$ cat config.mk
export PLATFORM = sky130hd
export DESIGN_NAME = virtual_trans_ctrl
export DESIGN_NICKNAME = d
export VERILOG_FILES = /design/src/rtl/prv664_vm_pkg.sv /design/src/rtl/vt_ack_collect.sv /design/src/rtl/virtual_trans_ctrl.sv
export SDC_FILE = /design/constraint.sdc
export NUM_CORES = 1
export LEC_CHECK = 0
export ABC_AREA = 1
export CAP_MARGIN = 20
export CORE_UTILIZATION = 38
export CTS_CLUSTER_SIZE = 14
export DETAILED_ROUTE_END_ITERATION = 8
export GPL_ROUTABILITY_DRIVEN = 0
export PLACE_DENSITY = 0.8
export SLEW_MARGIN = 40
export SYNTH_ARGS = -nofsm -noshare
export SYNTH_HDL_FRONTEND = slang
export SYNTH_SLANG_ARGS = --single-unit
$ cat constraint.sdc
create_clock -name clk_i -period 1.8 [get_ports clk_i]
set_input_delay 0.45 -clock clk_i [delete_from_list [all_inputs] [get_ports clk_i]]
set_output_delay 0.45 -clock clk_i [all_outputs]
set_load 0.02 [all_outputs]
$ cat src/rtl/prv664_vm_pkg.sv
// Shared types and constants for the supervisor address-translation control.
// Optional SV48 support is selected with VIRTUAL_TRANS_SV48_EN.
package prv664_vm_pkg;

  localparam int XLEN = 64;
  localparam logic [11:0] CSR_SATP = 12'h180;

  localparam int SATP_MODE_LSB = 60;
  localparam int SATP_ASID_LSB = 44;
  localparam int SATP_PPN_LSB  = 0;

  typedef enum logic [3:0] {
    SATP_BARE = 4'd0,
    SATP_SV39 = 4'd8,
    SATP_SV48 = 4'd9
  } satp_mode_e;

  typedef struct packed {
    logic            all;
    logic            va_v;
    logic            asid_v;
    logic [XLEN-1:0] vaddr;
    logic [15:0]     asid;
  } vt_flush_t;

  localparam logic [0:0] ST_IDLE  = 1'b0;
  localparam logic [0:0] ST_FLUSH = 1'b1;

  // MODE is WARL: anything not listed here leaves the current MODE in place.
  function automatic logic mode_legal(input logic [3:0] m);
    logic ok;
    ok = (m == SATP_BARE) || (m == SATP_SV39);
`ifdef VIRTUAL_TRANS_SV48_EN
    ok = ok || (m == SATP_SV48);
`endif
    return ok;
  endfunction

endpackage

$ cat src/rtl/vt_ack_collect.sv
// Pending-acknowledge tracker: all channels armed on start, each cleared by its ack.
module vt_ack_collect #(
  parameter int NCH = 2
) (
  input  logic           clk_i,
  input  logic           arst_ni,
  input  logic           start_i,
  input  logic [NCH-1:0] ack_i,
  output logic [NCH-1:0] pending_o,
  output logic           done_o
);

  logic [NCH-1:0] pending_q, pending_d;
  logic [NCH-1:0] remain;

  assign remain = pending_q & ~ack_i;

  always_comb begin
    pending_d = remain;
    if (start_i) pending_d = '1;
  end

  always_ff @(posedge clk_i or negedge arst_ni) begin
    if (!arst_ni) pending_q <= '0;
    else          pending_q <= pending_d;
  end

  assign pending_o = pending_q;
  // High in the last cycle of a flush: nothing is left once this cycle's acks land.
  assign done_o    = (remain == '0);

endmodule

$ cat src/rtl/virtual_trans_ctrl.sv
// satp register and TLB flush sequencer; SV48 acceptance via VIRTUAL_TRANS_SV48_EN.
//   state    | meaning
//   IDLE     | accepting satp writes and sfence.vma commits
//   FLUSH    | flush requests outstanding, commits ignored, busy_o high
module virtual_trans_ctrl
  import prv664_vm_pkg::*;
#(
  parameter int ASID_WIDTH = 9,
  parameter int PPN_WIDTH  = 44,
  parameter int NCH        = 2
) (
  input  logic                  clk_i,
  input  logic                  arst_ni,
  input  logic                  valid,
  input  logic [11:0]           csrindex,
  input  logic [XLEN-1:0]       csrdata,
  input  logic                  csren,
  input  logic                  sfence_i,
  input  logic                  sfence_rs1z_i,
  input  logic                  sfence_rs2z_i,
  input  logic [XLEN-1:0]       sfence_vaddr_i,
  input  logic [15:0]           sfence_asid_i,
  output logic [XLEN-1:0]       satp,
  output logic                  busy_o,
  output logic [NCH-1:0]        flush_req_o,
  output logic                  flush_all_o,
  output logic                  flush_va_o,
  output logic                  flush_asid_o,
  output logic [XLEN-1:0]       flush_vaddr_o,
  output logic [ASID_WIDTH-1:0] flush_asidv_o,
  input  logic [NCH-1:0]        flush_ack_i
);

  logic [0:0]            state_q, state_d;
  logic [3:0]            mode_q, mode_d;
  logic [ASID_WIDTH-1:0] asid_q, asid_d;
  logic [PPN_WIDTH-1:0]  ppn_q, ppn_d;
  vt_flush_t             flush_q, flush_d;

  logic idle, satp_wr, sfence_cmt, start, done;
  logic unused_bits;

  assign idle       = (state_q == ST_IDLE);
  assign satp_wr    = idle & valid & csren & (csrindex == CSR_SATP);
  assign sfence_cmt = idle & valid & sfence_i;
  assign start      = satp_wr | sfence_cmt;

  always_comb begin
    state_d = state_q;
    mode_d  = mode_q;
    asid_d  = asid_q;
    ppn_d   = ppn_q;
    flush_d = flush_q;

    if (satp_wr) begin
      if (mode_legal(csrdata[SATP_MODE_LSB +: 4])) mode_d = csrdata[SATP_MODE_LSB +: 4];
      asid_d = csrdata[SATP_ASID_LSB +: ASID_WIDTH];
      ppn_d  = csrdata[SATP_PPN_LSB +: PPN_WIDTH];
    end

    // A satp write always wins: a new root/ASID invalidates every cached entry.
    if (satp_wr) begin
      flush_d.all    = 1'b1;
      flush_d.va_v   = 1'b0;
      flush_d.asid_v = 1'b0;
      flush_d.vaddr  = '0;
      flush_d.asid   = '0;
    end else if (sfence_cmt) begin
      flush_d.all    = sfence_rs1z_i & sfence_rs2z_i;
      flush_d.va_v   = ~sfence_rs1z_i;
      flush_d.asid_v = ~sfence_rs2z_i;
      flush_d.vaddr  = sfence_vaddr_i;
      flush_d.asid   = '0;
      flush_d.asid[ASID_WIDTH-1:0] = sfence_asid_i[ASID_WIDTH-1:0];
    end

    case (state_q)
      ST_IDLE:  if (start) state_d = ST_FLUSH;
      ST_FLUSH: if (done)  state_d = ST_IDLE;
      default:             state_d = ST_IDLE;
    endcase
  end

  always_ff @(posedge clk_i or negedge arst_ni) begin
    if (!arst_ni) begin
      state_q <= ST_IDLE;
      mode_q  <= SATP_BARE;
      asid_q  <= '0;
      ppn_q   <= '0;
      flush_q <= '0;
    end else begin
      state_q <= state_d;
      mode_q  <= mode_d;
      asid_q  <= asid_d;
      ppn_q   <= ppn_d;
      flush_q <= flush_d;
    end
  end

  vt_ack_collect #(.NCH(NCH)) u_ack (
    .clk_i     (clk_i),
    .arst_ni   (arst_ni),
    .start_i   (start),
    .ack_i     (flush_ack_i),
    .pending_o (flush_req_o),
    .done_o    (done)
  );

  always_comb begin
    satp = '0;
    satp[SATP_MODE_LSB +: 4]          = mode_q;
    satp[SATP_ASID_LSB +: ASID_WIDTH] = asid_q;
    satp[SATP_PPN_LSB +: PPN_WIDTH]   = ppn_q;
  end

  assign busy_o        = (state_q == ST_FLUSH);
  assign flush_all_o   = flush_q.all;
  assign flush_va_o    = flush_q.va_v;
  assign flush_asid_o  = flush_q.asid_v;
  assign flush_vaddr_o = flush_q.vaddr;
  assign flush_asidv_o = flush_q.asid[ASID_WIDTH-1:0];

  assign unused_bits = ^{csrdata, sfence_asid_i, flush_q.asid};

endmodule

==> results.md, run 1 <==
* # setup viols final at 0
* Core Rows at between 40 and 50
* Starting Density at roughly two fifths
* Fmax at between 0.6 and 0.7 GHz
* Worst EP arrival at 1170 ps
* Hold slack at ~470 ps
* Antenna violations before repair at 0
* Worst min path class: flip-flop to flip-flop
* Count of TritonRoute iterations in the first routing pass at 6
* Avg Vias per Cell at 4.59
* Overall global routing resource usage at 22.5%
* Average cell area after synthesis at between 8 and 9 um2
* Lkg Pwr at approximately 0.0048 uW
* Buf/Inv on CP at 1
* First-pass GRT wire length at 25.1 mm
* DRC at 0
* WL/cell at approximately 15 um
* Power density cells at 974 mW/mm2
* FF+latch count, synth at 136
* RSZ-0062 raised after global routing: no
* Util after Layout at approximately 64%
* Number of global-route vias before repair at about 5000
* Core area at roughly 0.014 mm2
* Worst path top cell family by delay: flip-flops
* Worst-path clk slew at roughly 50 ps
* Root buffer cell: clkbuf_16
* Synth top area share at between 60% and 70%
* Hold Vio Cnt, Final at 0
* Setup TNS at 0 ps
* GRT Residual Overflow at 0
* Post-synthesis cell area at 0.00541 mm2
* Sequential fraction of the synthesis area at a little over three fifths
* Die ar. at around 0.015 mm2
* NumNets Final at around 1100
* # diodes at 0
* Worst path required time at 1350 ps
* Startpoint Class: flip-flop
* CP Class: flip-flop to primary output
* Maximum root-to-sink buffer count at 2
* Routed wire length at roughly 16 mm
* Setup Skew at 5.91 ps
* Post-route cell area at 0.00893 mm2
* Worst-skew pair later-pin latency at a little over 400 ps
* Worst Path Max Fanout at 4
* WP depth at 1
* Synth warnings at 0
* Total CTS buffers at 17
* Max VDD drop at ~500 uV
* PortBufs at 286
* Layout area overhead at 65.0%
* CTS H-tree lvls at 4
* Leading area contributor after synthesis: dfrtp_1
* Worst Setup End Kind: primary output
* # fillers at approximately 1200
* CTS tree: yes
* Synth top area cells: dfrtp_1, nand2_1, a21oi_1
* Placed cell area at between 0.008 and 0.009 mm2
* Post-DRT Antenna Nets at 0
* Post-Synthesis Cells at 611
* Max incr delay on CP at roughly 400 ps
* Layout cells sized above 1 at under 10%
* Yosys cell types at 18
* Die W at approximately 120 um
* Drt initial violations at 213
* CTS sink cnt at between 100 and 150
* Max Cap Viol at 0
* # Post-CTS Setup Buffers at 0
* Io pins at between 300 and 400
* Final slew viol count at 0
* Final cycle utilization of the critical path at roughly 90%
* Slowest-stage cell, CP: dfrtp_1
* Post-layout min period at about 1600 ps
* DP HPWL at between 10 and 15 mm
* Hold depth at 2
* Via count at about 5000
* Largest net degree at the start of global routing at 48
* Die Y at roughly 120 um
* Critical path cell sequence: dlygate4sd2_1
* Cell count of the worst reg-to-reg path at 7
* Outcome: finished, final reports clean
[layout make-up]
cell class | count | area, um2 | area share (%)
Clock buffer | 25 | 505 | 5.66
Timing Repair Buffer | 307 | 2950 | 33.1
Multi-Input combinational cell | 427 | 1730 | 19.4
Sequential cell | 136 | 3400 | 38.1
Inverter | 12 | 47.5 | 0.532
Clock inverter | 3 | 65.1 | 0.728
Tap cell | 180 | 225 | 2.52
[kinds of logic after synthesis]
logic type	share of synthesized area, %
DFF	62.9
buffers and inverters	5.62
other	0.0693
and+or+nand+nor	24.7
AOI/OAI and AO/OA	6.75
[metrics by stage]
step	setup slack, ps	instances	total power (uW)
5_1_grt	75.2	1090	9110
3_5_place_dp	-180	1061	5630
6_report	185	1090	8700
3_3_place_gp	-146	1061	5590
4_1_cts	158	1090	8810
2_1_floorplan	431	617	4420
[synthesized netlist by cell type]
cell type / number
nor2_1: 9
inv_4: 1
inv_2: 1
a21oi_1: 73
nor2_2: 2
nand2_1: 324
buf_4: 13
nor3_1: 1
dfrtp_1: 136
clkbuf_1: 14
nor2_4: 1
nand3_1: 8
buf_2: 10
buf_6: 5
nand2_4: 1
inv_1: 10
nand4_1: 1
conb_1: 1
[per-layer routing]
metal  routed length [um]  GRT usage [%]
met3                 1410           8.13
met4                  375           9.03
met5                    0              0
met2                 7810           37.8
met1                 6440           25.9
[sequential cells by signal, summed over array words and instances, names as in the netlist]
signal and cells:
flush_asid_o 1, ppn_q 44, u_ack.pending_o 2, asid_q 9
flush_all_o 1, busy_o 1, flush_vaddr_o 64, flush_asidv_o 9
flush_va_o 1, mode_q 4
[final timing paths]
check / slack, ps / endpoint / from
hold reg to reg: 470 / mode_q[0]$_DFFE_PN0P_ / mode_q[0]$_DFFE_PN0P_
setup / recovery: 180 / busy_o / busy_o$_DFF_PN0_
setup reg to reg: 360 / ppn_q[8]$_DFFE_PN0P_ / busy_o$_DFF_PN0_
min in group asynchronous: 510 / flush_vaddr_o[50]$_DFFE_PN0P_ / arst_ni
hold / removal: 470 / mode_q[0]$_DFFE_PN0P_ / mode_q[0]$_DFFE_PN0P_
max in group asynchronous: 740 / asid_q[7]$_DFFE_PN0P_ / arst_ni
[layout by cell type, fill, tap and decap left out]
cell / instances
buf_4: 12
clkbuf_8: 5
nor3_1: 1
clkinv_2: 1
dfrtp_1: 136
dlygate4sd2_1: 136
buf_6: 1
a21oi_1: 73
conb_1: 7
nand3_1: 8
nand2_4: 1
clkbuf_1: 3
clkdlybuf4s50_1: 149
inv_4: 1
clkbuf_16: 17
buf_12: 8
nand2_1: 324
nand4_1: 1
nor2_4: 2
dlygate4sd3_1: 1
inv_1: 10
bufinv_16: 2
nor2_1: 9
nor2_2: 1
inv_2: 1
[what timing repair did]
item | CTS | global route
endpoints found under the setup margin | 136 | 0
hold endpoints to repair | 31 | 0
hold buffers | 1 | 0
gates resized for setup | 136 | 0
[report_power, final]
part | internal, uW | switching, uW
registers | 3390 | 155
logic | 812 | 960
clock network | 2190 | 1190
Power figures use the tool's default switching activity.
==> run 2, diff against run 1 <==
CORE_AREA = 2 2 118 120   (was not set)
CORE_UTILIZATION = not set   (was 38)
DIE_AREA = 0 0 120 122   (was not set)
PLACE_DENSITY = 0.85   (was 0.8)
SETUP_SLACK_MARGIN = 0.15   (was not set)
clock period = 2 ns   (was 1.8 ns; I/O delays follow)
==> run 2 against run 1 <==
Register-to-register slack improved by 240 ps. Clock power is 9.4% lower. Total power down 9.6%. Largest power group unchanged.
==> results.md, run 2 (synthesis results as in run 1) <==
* Outcome: finished, final reports clean
* Avg Vias per Cell at 4.66 (+1.4%)
* Reg2reg setup slack at 600 ps (+240 ps)
* Io pins at 308 (unchanged)
* CTS tree: yes
* Fmax at 0.598 GHz
* Worst path top cell family by delay: buffers and inverters
* Worst-path clk slew at 60 ps (about the same)
* Most common cell after layout, fill and taps aside: nand2_1
* Core Rows at 43 (unchanged)
* Largest net degree at the start of global routing at 51 (+6.3%)
* Final cycle utilization of the critical path at 83.6%
* Antenna violations before repair at 0 (unchanged)
* Startpoint Class: flip-flop
* Pre-CTS setup slack at 7.75 ps (+188 ps)
* Buf/Inv on CP at 1 (unchanged)
* Post-DRT Antenna Nets at 0 (unchanged)
* WL/cell at 15.1 um (+2.7%)
* Post-layout min period at about 1700 ps
* Overall global routing resource usage at 23.0% (+0.44 points)
* Total CTS buffers at 17 (unchanged)
* # setup viols final at 0 (unchanged)
* Slowest-stage cell, CP: dlygate4sd2_1
* Hold Vio Cnt, Final at 0 (unchanged)
* Layout area overhead at 65.4%
* Layout cells sized above 1 at 6.35% (+0.63 points)
* WP depth at 1 (unchanged)
* Non-filler cells, final at 1094 (+0.37%)
* Lkg Pwr at 0.00477 uW (-0.13%)
* Critical path cell sequence: dlygate4sd2_1
* Worst Path Max Fanout at 2 (-2)
* Power density cells at 879 mW/mm2 (-9.8%)
* Inst Count DP at 1062 (+0.094%)
* Die ar. at 0.0146 mm2 (-0.57%)
* Setup Skew at 7.40 ps (+1.49 ps)
* Worst path required time at 1500 ps (+150 ps)
* Worst Setup End Kind: primary output
* # diodes at 0 (unchanged)
* Worst setup margin at 328 ps (+144 ps)
* PortBufs at 286 (unchanged)
* Core area at 0.0135 mm2 (-2.7%)
* Worst min path class: input port to asynchronous set/reset pin
* Count of TritonRoute iterations in the first routing pass at 4 (-2)
* Die W at 120 um (-1.1%)
* Setup TNS at 0 ps (unchanged)
* Worst EP arrival at 1170 ps (about the same)
* Routed wire length at 16.5 mm (+3.0%)
* Most frequent cells in the layout: nand2_1, clkdlybuf4s50_1, dfrtp_1, dlygate4sd2_1, a21oi_1
* Number of global-route vias before repair at 5148 (+3.3%)
* Max Cap Viol at 0 (unchanged)
* Max FFs per register at 64 (unchanged)
* Hold slack at 5.51 ps (-465 ps)
* Max incr delay on CP at 380 ps (-20 ps)
* CTS H-tree lvls at 4 (unchanged)
* Root buffer cell: clkbuf_16
* Drt initial violations at 314 (+47%)
* Final slew viol count at 0 (unchanged)
* CTS sink cnt at 136 (unchanged)
* Worst-skew pair later-pin latency at 420 ps (about the same)
* Starting Density at 40.1% (+1.1 points)
* NumNets Final at 1066 (unchanged)
* DRC at 0 (unchanged)
* Maximum root-to-sink buffer count at 2 (unchanged)
* DP HPWL at 11.7 mm (+2.6%)
* Hold Buf Count CTS at 0 (-1)
* Die Y at 122 um (+0.54%)
* Via count at 5093 (+1.8%)
* First-pass GRT wire length at 25.8 mm (+2.8%)
* Cell count of the worst reg-to-reg path at 8 (+1)
* Max VDD drop at 475 uV (-4.6%)
* RSZ-0062 raised after global routing: no
* CP Class: flip-flop to primary output
* GRT Residual Overflow at 0 (unchanged)
==> run 2: report_power, final <==
group | switching, uW | leakage, uW | internal [uW]
logic | 872 | 0.00272 | 729
registers | 149 | 0.00178 | 3050
clock network | 1220 | 0.000267 | 1850
==> run 2: repair_timing <==
item / 4_1_cts / 5_1_grt
resized for setup: 136 / 0
endpoints found under the setup margin: 136 / 0
buffers inserted: 0 / 0
==> run 2: cell type report <==
cell class	instances	area, um2
Clock buffer	19	433
Multi-Input combinational cell	427	1730
Inverter	12	47.5
Timing Repair Buffer	307	2960
Fill cell	1097	4550
Tap cell	180	225
Clock inverter	13	146
Sequential cell	136	3400
==> run 2: through the flow <==
step | util (%) | power [uW] | cell area [um2]
6_report | 66.3 | 7870 | 8950
5_1_grt | 66.3 | 8230 | 8950
3_3_place_gp | 63.3 | 5030 | 8540
2_1_floorplan | - | 3980 | 5440
4_1_cts | 66.3 | 7950 | 8950
3_5_place_dp | 63.3 | 5080 | 8540
==> run 2: final timing paths <==
kind                                                 end             startpoint
max in group asynchronous  flush_vaddr_o[32]$_DFFE_PN0P_                arst_ni
setup reg to reg                    ppn_q[1]$_DFFE_PN0P_       busy_o$_DFF_PN0_
hold / removal             flush_vaddr_o[47]$_DFFE_PN0P_                arst_ni
setup / recovery                                satp[25]  ppn_q[25]$_DFFE_PN0P_
min in group clk_i                 ppn_q[30]$_DFFE_PN0P_  ppn_q[30]$_DFFE_PN0P_
hold reg to reg                    ppn_q[30]$_DFFE_PN0P_  ppn_q[30]$_DFFE_PN0P_
==> run 2: metal layers <==
layer	wire, um	track usage, %	vias to the layer above	share of wire [%]
met2	8430	40.4	217	51
li1	-	-	2463	-
met4	412	9.71	0	2.5
met3	1550	8.94	29	9.4
met1	6130	24.6	2384	37
met5	0	0	-	0
